<file path="config.mk">
export PLATFORM = sky130hd
export DESIGN_NAME = cla_adder
export DESIGN_NICKNAME = d
export VERILOG_FILES = /design/src/rtl/cla_pkg.sv /design/src/rtl/cla_block4.sv /design/src/rtl/cla_adder.sv
export SDC_FILE = /design/constraint.sdc
export NUM_CORES = 1
export LEC_CHECK = 0
export ABC_AREA = 1
export CAP_MARGIN = 20
export CORE_MARGIN = 3
export CORE_UTILIZATION = 40
export CTS_CLUSTER_SIZE = 14
export DETAILED_ROUTE_END_ITERATION = 7
export PLACE_DENSITY = 0.77
export SLEW_MARGIN = 30
export SYNTH_ARGS = -nofsm -noshare
export SYNTH_HDL_FRONTEND = slang
export SYNTH_SLANG_ARGS = --single-unit
</file>
<file path="constraint.sdc">
create_clock -name clk -period 1.8 [get_ports clk]
set_input_delay 0.18 -clock clk [delete_from_list [all_inputs] [get_ports clk]]
set_output_delay 0.18 -clock clk [all_outputs]
set_load 0.01 [all_outputs]
</file>
<file path="src/rtl/cla_pkg.sv">
// rtl/cla_pkg.sv - shared constants and width check for the carry-lookahead adder
package cla_pkg;

    localparam int unsigned CLA_GROUP = 4;

    // True when a requested adder width splits evenly into lookahead groups
    function automatic bit cla_width_ok(input int unsigned width);
        return (width % CLA_GROUP == 0) && (width >= CLA_GROUP) && (width <= 64);
    endfunction

endpackage

</file>
<file path="src/rtl/cla_block4.sv">
// rtl/cla_block4.sv - 4-bit carry-lookahead group with group generate/propagate
module cla_block4
    import cla_pkg::*;
(
    input  logic [CLA_GROUP-1:0] a,
    input  logic [CLA_GROUP-1:0] b,
    input  logic                 cin,
    output logic [CLA_GROUP-1:0] s,
    output logic                 G,
    output logic                 P
);

    logic [3:0] g;
    logic [3:0] p;
    logic [3:0] c;

    // Every internal carry is a flat sum of products of g, p and cin
    always_comb begin
        g    = a & b;
        p    = a ^ b;
        c[0] = cin;
        c[1] = g[0] | (p[0] & cin);
        c[2] = g[1] | (p[1] & g[0]) | (p[1] & p[0] & cin);
        c[3] = g[2] | (p[2] & g[1]) | (p[2] & p[1] & g[0])
             | (p[2] & p[1] & p[0] & cin);
        s    = p ^ c;
        G    = g[3] | (p[3] & g[2]) | (p[3] & p[2] & g[1])
             | (p[3] & p[2] & p[1] & g[0]);
        P    = &p;
    end

endmodule

</file>
<file path="src/rtl/cla_adder.sv">
// rtl/cla_adder.sv - two-level carry-lookahead adder with registered sum and carry
module cla_adder
    import cla_pkg::*;
#(
    parameter int unsigned WIDTH = 8
) (
    input  logic             clk,
    input  logic             rst,
    input  logic [WIDTH-1:0] in_1,
    input  logic [WIDTH-1:0] in_2,
    input  logic             carry_in,
    output logic [WIDTH-1:0] sum,
    output logic             carry_out
);

    localparam int unsigned NG = WIDTH / CLA_GROUP;

    if (!cla_width_ok(WIDTH)) begin : g_bad_width
        $error("cla_adder: WIDTH must be a multiple of 4 between 4 and 64");
    end

    logic [NG-1:0]    grp_g;
    logic [NG-1:0]    grp_p;
    logic [NG:0]      grp_c;
    logic [WIDTH-1:0] sum_d;
    logic [WIDTH-1:0] sum_q;
    logic             carry_q;
    logic             prod;
    logic             cacc;

    for (genvar k = 0; k < NG; k++) begin : g_grp
        cla_block4 u_blk (
            .a   (in_1[k*CLA_GROUP +: CLA_GROUP]),
            .b   (in_2[k*CLA_GROUP +: CLA_GROUP]),
            .cin (grp_c[k]),
            .s   (sum_d[k*CLA_GROUP +: CLA_GROUP]),
            .G   (grp_g[k]),
            .P   (grp_p[k])
        );
    end

    // Second level: each group carry is an OR of independent product terms,
    // one per possible generating source, so no carry waits on another group
    always_comb begin
        grp_c    = '0;
        prod     = 1'b0;
        cacc     = 1'b0;
        grp_c[0] = carry_in;
        for (int k = 1; k <= NG; k++) begin
            cacc = 1'b0;
            for (int j = 0; j <= k; j++) begin
                prod = (j == 0) ? carry_in : grp_g[j-1];
                for (int m = j; m < k; m++) begin
                    prod = prod & grp_p[m];
                end
                cacc = cacc | prod;
            end
            grp_c[k] = cacc;
        end
    end

    // Output register: one-cycle latency, cleared by synchronous reset
    always_ff @(posedge clk) begin
        if (rst) begin
            sum_q   <= '0;
            carry_q <= 1'b0;
        end else begin
            sum_q   <= sum_d;
            carry_q <= grp_c[NG];
        end
    end

    assign sum       = sum_q;
    assign carry_out = carry_q;

endmodule

</file>
==> metrics.txt, run 1 <==
Seq cells post-synth 9; Yosys cell types 19; post-route insts no fill 138; top cell type by total area after synthesis dfxtp_1; Syn Nets 113; drt pass-1 iters 2; Arr. time, crit path 1810 ps; Port Buf Inserts 27; Worst-path clk slew 60 ps; Worst path max stage delay 420 ps; die width 45.7 um; max_cap viols 0; H-tree depth 1; share of synthesized flip-flops with an asynchronous set or reset 0%; first-pass GRT wire length 2370 um; overflow left after global routing 0; Synth top area share 28.5%; Routed WL per cell 10.5 um; clock buffer depth 2; register cell area after layout 180 um^2; 1st-iter DRT viols 5; detailed-route DRC error count 0; largest net degree at the start of global routing 7; Hold Crit Start rst; Routability Congestion 0.745; worst path bufs/invs 2; Die Span Y 45.7 um; slowest CP cell clkdlybuf4s50_1; Worst Path Class, Setup input pin to register; Final HPWL DP 1310 um; Layout area overhead 60.0%; total CTS buffers 3; most frequent cells in the layout 27 x clkdlybuf4s50_1, 13 x inv_1, 11 x nand2_1; final hold vios 0; Setup violations, final 0; Power Density 638 nW/um^2; crit share post-route 92.6%; sequential fraction of the synthesis area 28.5%; Post-Syn Area 632 um^2; Synth Warn # 0; Syn Inst Count 84; Vias 660; DIE AREA 2090 um^2; crit path launch type input pin; Worst VDD drop 244 uV; final core utilization 73.1%; clk sink count 9; main flop type after synthesis dfxtp_1; floorplan row count 13; Ant. Diodes 0; vias in the first global route 654; final net count 153; most common cell after layout, fill and taps aside clkdlybuf4s50_1; Leak 0.492 nW; number of synthesized flops with an enable pin 0; Hold Crit Class input pin to register; slew margin rel. 79.7%; largest cells by area after synthesis dfxtp_1 29%, ha_1 16%, inv_1 7.7%, a21oi_1 7.1%, nand2_1 6.5%; minimum clock period 1670 ps; Cells after DPL 134; critical path endpoint category register; CP most frequent cell nand2_2; share of cells above drive strength 1 17.9%; top cell family by delay on the critical path adder cells; Multi-input gate area 395 um^2; root buffer cell clkbuf_4; core area 1380 um^2; effective utilization at floorplan 45.7%; setup TNS 0 ps; status finished, final reports clean; Tot GR Track Use 15.7%; filler instances 111; Post-Syn Area per Cell 7.52 um^2; # IOs 28; Cell Chain, Critical Path clkdlybuf4s50_1 > ha_1 > nand2_2 > inv_2 > nand3_2 > nand2_2 > fa_1 > xnor2_1 > nor2_1; initial antenna violation count 0; Worst-Margin Slew 304 ps; fin. max-slew vios 0; fmax 600 MHz; WHS Endpoint sum[0]; RSZ-0062 raised after global routing false; CP max FO 3; hold_buf cts 0; ANT nets after route 0; TritonCTS clock tree done; Worst Path Required 1940 ps; Hold Path Stages 2; Routed WL 1450 um; vias per std cell 4.78
## what timing repair did
item | CTS | global route
endpoints found under the setup margin | 0 | 2
setup buffers | 0 | 0
gates resized for setup | 0 | 1
## cell type report
type | instances | area share [%]
clock buffers | 4 | 2.60
multi-input cells | 59 | 39.1
inverters | 16 | 5.94
flip-flops and latches | 9 | 17.8
repair buffers | 35 | 32.7
well taps | 15 | 1.86
## sequential cells by signal, indices dropped and copies added (netlist names)
signal and count:
carry_out 1, sum 8
## worst max-delay path by stage
stage,depth (start not counted),end,from
after floorplan,6,sum[5],in_1[3]
after global placement,7,sum[5],in_1[3]
after detailed placement,7,sum[5],in_1[3]
after CTS,7,sum[5],in_1[3]
after global routing,9,sum[5],in_1[3]
final,9,sum[5],in_1[3]
## cell usage after synthesis, drive strengths merged, types with 2 or more instances
master	count
fa	2
nor2	10
ha	8
inv	16
a21oi	10
dfxtp	9
nand3	7
nand2	15
## cell families (layout without fill, tap and decap cells)
logic type,Yosys count,in the layout,synth area share (%)
simple gates,34,34,25.3
flops,9,9,28.5
xor+xnor,2,2,2.77
fa+ha+maj,10,10,22.2
buf+inv,16,55,9.51
compound gates,13,13,11.7
## metrics by stage
stage	hold slack [ps]	total power (W)	cell area, um^2	setup WS [ps]
floorplan	247	0.000361	632	333
global placement	842	0.000490	981	-106
detailed placement	837	0.000499	981	-159
CTS	570	0.000652	1010	109
global route	611	0.000688	1010	42.0
finish	581	0.000645	1010	133
## power by group
part	switching, W	internal [W]	total [W]
clock network	0.0000654	0.0000851	0.000150
logic	0.000118	0.000147	0.000266
registers	0.00000569	0.000223	0.000229
total	0.000189	0.000456	0.000645
## routing by layer
| layer | vias up | GRT usage [%] | routed length [um] |
|---|---|---|---|
| li1 | 345 | - | - |
| met1 | 297 | 16.1 | 631 |
| met2 | 16 | 29.0 | 753 |
| met3 | 2 | 2.37 | 47 |
| met4 | 0 | 10.2 | 19 |
| met5 | - | 0 | 0 |
Power figures use the tool's default switching activity.
==> run 2: changes to the inputs <==
--- a/config.mk
+++ b/config.mk
@@ -13,4 +13,5 @@
 export DETAILED_ROUTE_END_ITERATION = 7
 export PLACE_DENSITY = 0.77
+export SKIP_CTS_REPAIR_TIMING = 1
 export SLEW_MARGIN = 30
 export SYNTH_ARGS = -nofsm -noshare
==> constraint.sdc (replaced) <==
create_clock -name clk -period 1.8 [get_ports clk]
set_input_delay 0.36 -clock clk [delete_from_list [all_inputs] [get_ports clk]]
set_output_delay 0.36 -clock clk [all_outputs]
set_load 0.01 [all_outputs]
==> metrics.txt, run 2 (synthesis gave the netlist of run 1 again) <==
vias per std cell 4.90 (was 4.78); minimum clock period 1790 ps (was 1670 ps); Critical Path End sum[4] (was sum[5]); fmax 558 MHz (was 600 MHz); slew margin rel. 81.1% (was 79.7%); Routed WL 1720 um (was 1450 um); crit share post-route 99.5% (was 92.6%); most frequent cells in the layout 20 x clkdlybuf4s50_1, 14 x buf_4, 13 x inv_1 (was 27 x clkdlybuf4s50_1, 13 x inv_1, 11 x nand2_1); post-route cell area 1130 um^2 (was 1010 um^2); Leak 0.585 nW (was 0.492 nW); critical path startpoint in_1[1] (was in_1[3]); Layout area overhead 78.2% (was 60.0%); # IOs 28 (unchanged); first-pass GRT wire length 2460 um (was 2370 um); floorplan row count 13 (unchanged); Worst-path clk slew 60 ps (about the same); most common cell after layout, fill and taps aside clkdlybuf4s50_1 (unchanged); Tot GR Track Use 16.5% (was 15.7%); core area 1380 um^2 (unchanged); slowest CP cell fa_2 (was clkdlybuf4s50_1); Worst Path Required 1990 ps (was 1940 ps); crit path launch type input pin (unchanged); initial antenna violation count 0 (unchanged); total CTS buffers 3 (unchanged); Port Buf Inserts 27 (unchanged); Hold Path Stages 4 (was 2); Worst Path Class, Setup input pin to register (unchanged); overflow left after global routing 0 (unchanged); worst setup slack after layout 9.18 ps (was 133 ps); clk sink count 9 (unchanged); max_cap viols 0 (unchanged); clock buffer depth 2 (unchanged); share of cells above drive strength 1 25.6% (was 17.9%); filler instances 91 (was 111); placed instance area 1020 um^2 (was 981 um^2); Final HPWL DP 1260 um (was 1310 um); drt pass-1 iters 4 (was 2); Cell Chain, Critical Path clkdlybuf4s50_1 > ha_4 > inv_2 > nand2_2 > nand3_2 > nand2_2 > fa_2 > inv_1 > nor2_1 (was clkdlybuf4s50_1 > ha_1 > nand2_2 > inv_2 > nand3_2 > nand2_2 > fa_1 > xnor2_1 > nor2_1); final net count 159 (was 153); WP depth 9 (unchanged); vias in the first global route 655 (was 654); critical path endpoint category register (unchanged); Routed WL per cell 11.9 um (was 10.5 um); Worst VDD drop 251 uV (was 244 uV); ANT nets after route 0 (unchanged); Power Density 603 nW/um^2 (was 638 nW/um^2); Die Span Y 45.7 um (unchanged); max FFs per register 8 (unchanged); Worst-Margin Slew 283 ps (was 304 ps); top cell family by delay on the critical path adder cells (unchanged); DIE AREA 2090 um^2 (unchanged); final core utilization 81.4% (was 73.1%); effective utilization at floorplan 45.7% (unchanged); RSZ-0062 raised after global routing true (was false); Ant. Diodes 0 (unchanged); total power 0.000679 W (was 0.000645 W); Worst path max stage delay 530 ps (was 420 ps); root buffer cell clkbuf_4 (unchanged); fin. max-slew vios 0 (unchanged); CP most frequent cell nand2_2 (unchanged); 1st-iter DRT viols 6 (was 5); Vias 706 (was 660); Arr. time, crit path 1980 ps (was 1810 ps); Hold Crit Class input pin to register (unchanged); final hold vios 0 (unchanged); Setup violations, final 0 (unchanged); Routability Congestion 0.773 (was 0.745); worst path bufs/invs 3 (was 2); status finished, final reports clean (unchanged); detailed-route DRC error count 0 (unchanged); setup slack after placement -343 ps (was -159 ps); TritonCTS clock tree done (unchanged); largest net degree at the start of global routing 7 (unchanged); CP max FO 2 (was 3); die width 45.7 um (unchanged); H-tree depth 1 (unchanged)
## run 2: changes by cell type in the layout (fill, tap and decap cells not counted), sizes merged
cell	before	now
clkdlybuf4s50	27	20
buf	8	14
dlymetal6s2s	0	7
## run 2: worst min-delay path by stage
| stage | slack, ps | startpoint | endpoint |
|---|---|---|---|
| finish | 580 | in_2[2] | sum[2] |
| global route | 590 | in_2[2] | sum[2] |
| CTS | 760 | rst | sum[4] |
| detailed placement | 1030 | rst | sum[4] |
| global placement | 1020 | rst | sum[0] |
| floorplan | 430 | rst | sum[0] |
## run 2: power breakdown
part           total, W  switching [W]  internal (W)  leakage [nW]
clock network  0.000149      0.0000641     0.0000850        0.0150
registers      0.000229     0.00000590      0.000223        0.0751
logic          0.000301       0.000133      0.000167         0.495
total          0.000679       0.000203      0.000476         0.585
## run 2: cell type report
cell class	instances	area [um^2]	share of cell area [%]
clock buffers	4	26.3	2.33
inverters	16	60.1	5.33
multi-input cells	59	448	39.8
flip-flops and latches	9	180	16.0
well taps	15	18.8	1.67
repair buffers	41	393	34.9
## run 2: per-stage QoR
step	setup TNS [ps]	hold slack, ps	cells
after detailed placement	-938	1030	139
after global routing	-18.6	593	144
after global placement	-664	1020	139
after CTS	-66.9	757	143
after floorplan	0	427	84
final	0	579	144
## run 2: metal layers
metal  track usage (%)  vias to the layer above  part of all wire [%]
met4              13.1                        0                   3.4
met1              17.1                      313                    39
met3              2.77                        7                   4.7
met2              28.7                       27                    53
li1                  -                      359                     -
met5                 0                        -                     0
## run 2: tightest hold or removal path, cell delays in order
cell and delay [ps]:
dlymetal6s2s_1 120, ha_4 150, buf_4 100, a21oi_1 50
==> run 3: changes to the inputs <==
clock period = 1.7 ns   (was 1.8 ns; I/O delays follow)
==> metrics.txt, run 3 (synthesis gave the netlist of run 1 again) <==
register cell area after layout 180 um^2 (unchanged); floorplan row count 13 (unchanged); final hold vios 0 (unchanged); Multi-input gate area 448 um^2 (unchanged); Hold WS 571 ps (was 579 ps); root buffer cell clkbuf_4 (unchanged); CP max FO 3 (was 2); vias per std cell 4.88 (was 4.90); ANT nets after route 0 (unchanged); final core utilization 82.2% (was 81.4%); top cell family by delay on the critical path compound AO/OA/AOI/OAI gates (was adder cells); Worst path max stage delay 410 ps (was 530 ps); Vias 708 (was 706); Worst-Margin Slew 343 ps (was 283 ps); critical path endpoint category register (unchanged); largest net degree at the start of global routing 7 (unchanged); drt pass-1 iters 4 (unchanged); first-pass GRT wire length 2440 um (was 2460 um); Routed WL 1760 um (was 1720 um); clock buffer depth 2 (unchanged); die width 45.7 um (unchanged); most common cell after layout, fill and taps aside clkdlybuf4s50_1 (unchanged); Die Span Y 45.7 um (unchanged); H-tree depth 1 (unchanged); initial antenna violation count 0 (unchanged); Port Buf Inserts 27 (unchanged); most frequent cells in the layout 19 x clkdlybuf4s50_1, 15 x buf_4, 13 x inv_1 (was 20 x clkdlybuf4s50_1, 14 x buf_4, 13 x inv_1); clk sink count 9 (unchanged); max FFs per register 8 (unchanged); worst path bufs/invs 2 (was 3); Hold Crit Class input pin to register (unchanged); Routed WL per cell 12.1 um (was 11.9 um); Worst Path Class, Setup input pin to register (unchanged); share of cells above drive strength 1 26.2% (was 25.6%); Leak 0.598 nW (was 0.585 nW); TritonCTS clock tree done (unchanged); Worst-path clk slew 50 ps (was 60 ps); overflow left after global routing 0 (unchanged); minimum clock period 1610 ps; effective utilization at floorplan 45.7% (unchanged); DIE AREA 2090 um^2 (unchanged); Tot GR Track Use 16.0% (was 16.5%); fmax 622 MHz; Arr. time, crit path 1760 ps (was 1980 ps); max_cap viols 0 (unchanged); Final HPWL DP 1240 um (was 1260 um); 1st-iter DRT viols 10 (was 6); Power Density 638 nW/um^2 (was 603 nW/um^2); Setup violations, final 0 (unchanged); slew margin rel. 77.1% (was 81.1%); status finished, final reports clean (unchanged); total CTS buffers 3 (unchanged); crit share post-route 94.6%; slowest CP cell clkdlybuf4s50_1 (was fa_2); filler instances 86 (was 91); # IOs 28 (unchanged); RSZ-0062 raised after global routing false (was true); core area 1380 um^2 (unchanged); vias in the first global route 651 (was 655); final net count 160 (was 159); Routability Congestion 0.777 (was 0.773); Ant. Diodes 0 (unchanged); setup slack after placement -417 ps (was -343 ps); Worst VDD drop 320 uV (was 251 uV); Cell Chain, Critical Path clkdlybuf4s50_1 > ha_1 > inv_2 > o21bai_1 > a21oi_2 > a21oi_1 > nor2_1 (was clkdlybuf4s50_1 > ha_4 > inv_2 > nand2_2 > nand3_2 > nand2_2 > fa_2 > inv_1 > nor2_1); detailed-route DRC error count 0 (unchanged); worst setup slack after layout 91.3 ps (was 9.18 ps); Layout area overhead 79.8% (was 78.2%); Worst Path Required 1850 ps (was 1990 ps); crit path launch type input pin (unchanged); fin. max-slew vios 0 (unchanged)
[run 3: cell count changes in the layout (fill, tap and decap cells not counted)]
cell / delta
buf_4: +1
clkdlybuf4s50_1: -1
dlymetal6s2s_1: +1
[run 3: layer usage]
metal  part of all wire [%]  global-route usage (%)
met1                     39                    17.9
met2                     52                    27.9
met3                    4.9                    2.37
met4                    4.3                    10.2
met5                      0                       0
[run 3: final cells by class]
cell class / instances / area share [%]
multi-input cells: 59 / 39.4
repair buffers: 42 / 35.5
flip-flops and latches: 9 / 15.9
inverters: 16 / 5.29
clock buffers: 4 / 2.31
well taps: 15 / 1.65
[run 3: final timing paths]
path | startpoint | endpoint | cells after the start
max | in_1[5] | sum[7] | 7
min | in_2[0] | sum[0] | 4
[run 3: where the power goes]
group          switching, W  internal, W  leakage, nW  total [W]
Combinational      0.000143     0.000179        0.508   0.000321
Clock             0.0000706    0.0000902       0.0150   0.000161
Sequential       0.00000651     0.000237       0.0751   0.000243
Total              0.000220     0.000505        0.598   0.000725
[run 3: through the flow]
step | setup TNS [ps] | cells | cell area [um^2] | power, W
2_1_floorplan | 0 | 84 | 632 | 0.000382
3_3_place_gp | -1060 | 139 | 1020 | 0.000529
3_5_place_dp | -1430 | 139 | 1020 | 0.000538
4_1_cts | -259 | 143 | 1040 | 0.000699
5_1_grt | 0 | 145 | 1140 | 0.000769
6_report | 0 | 145 | 1140 | 0.000725
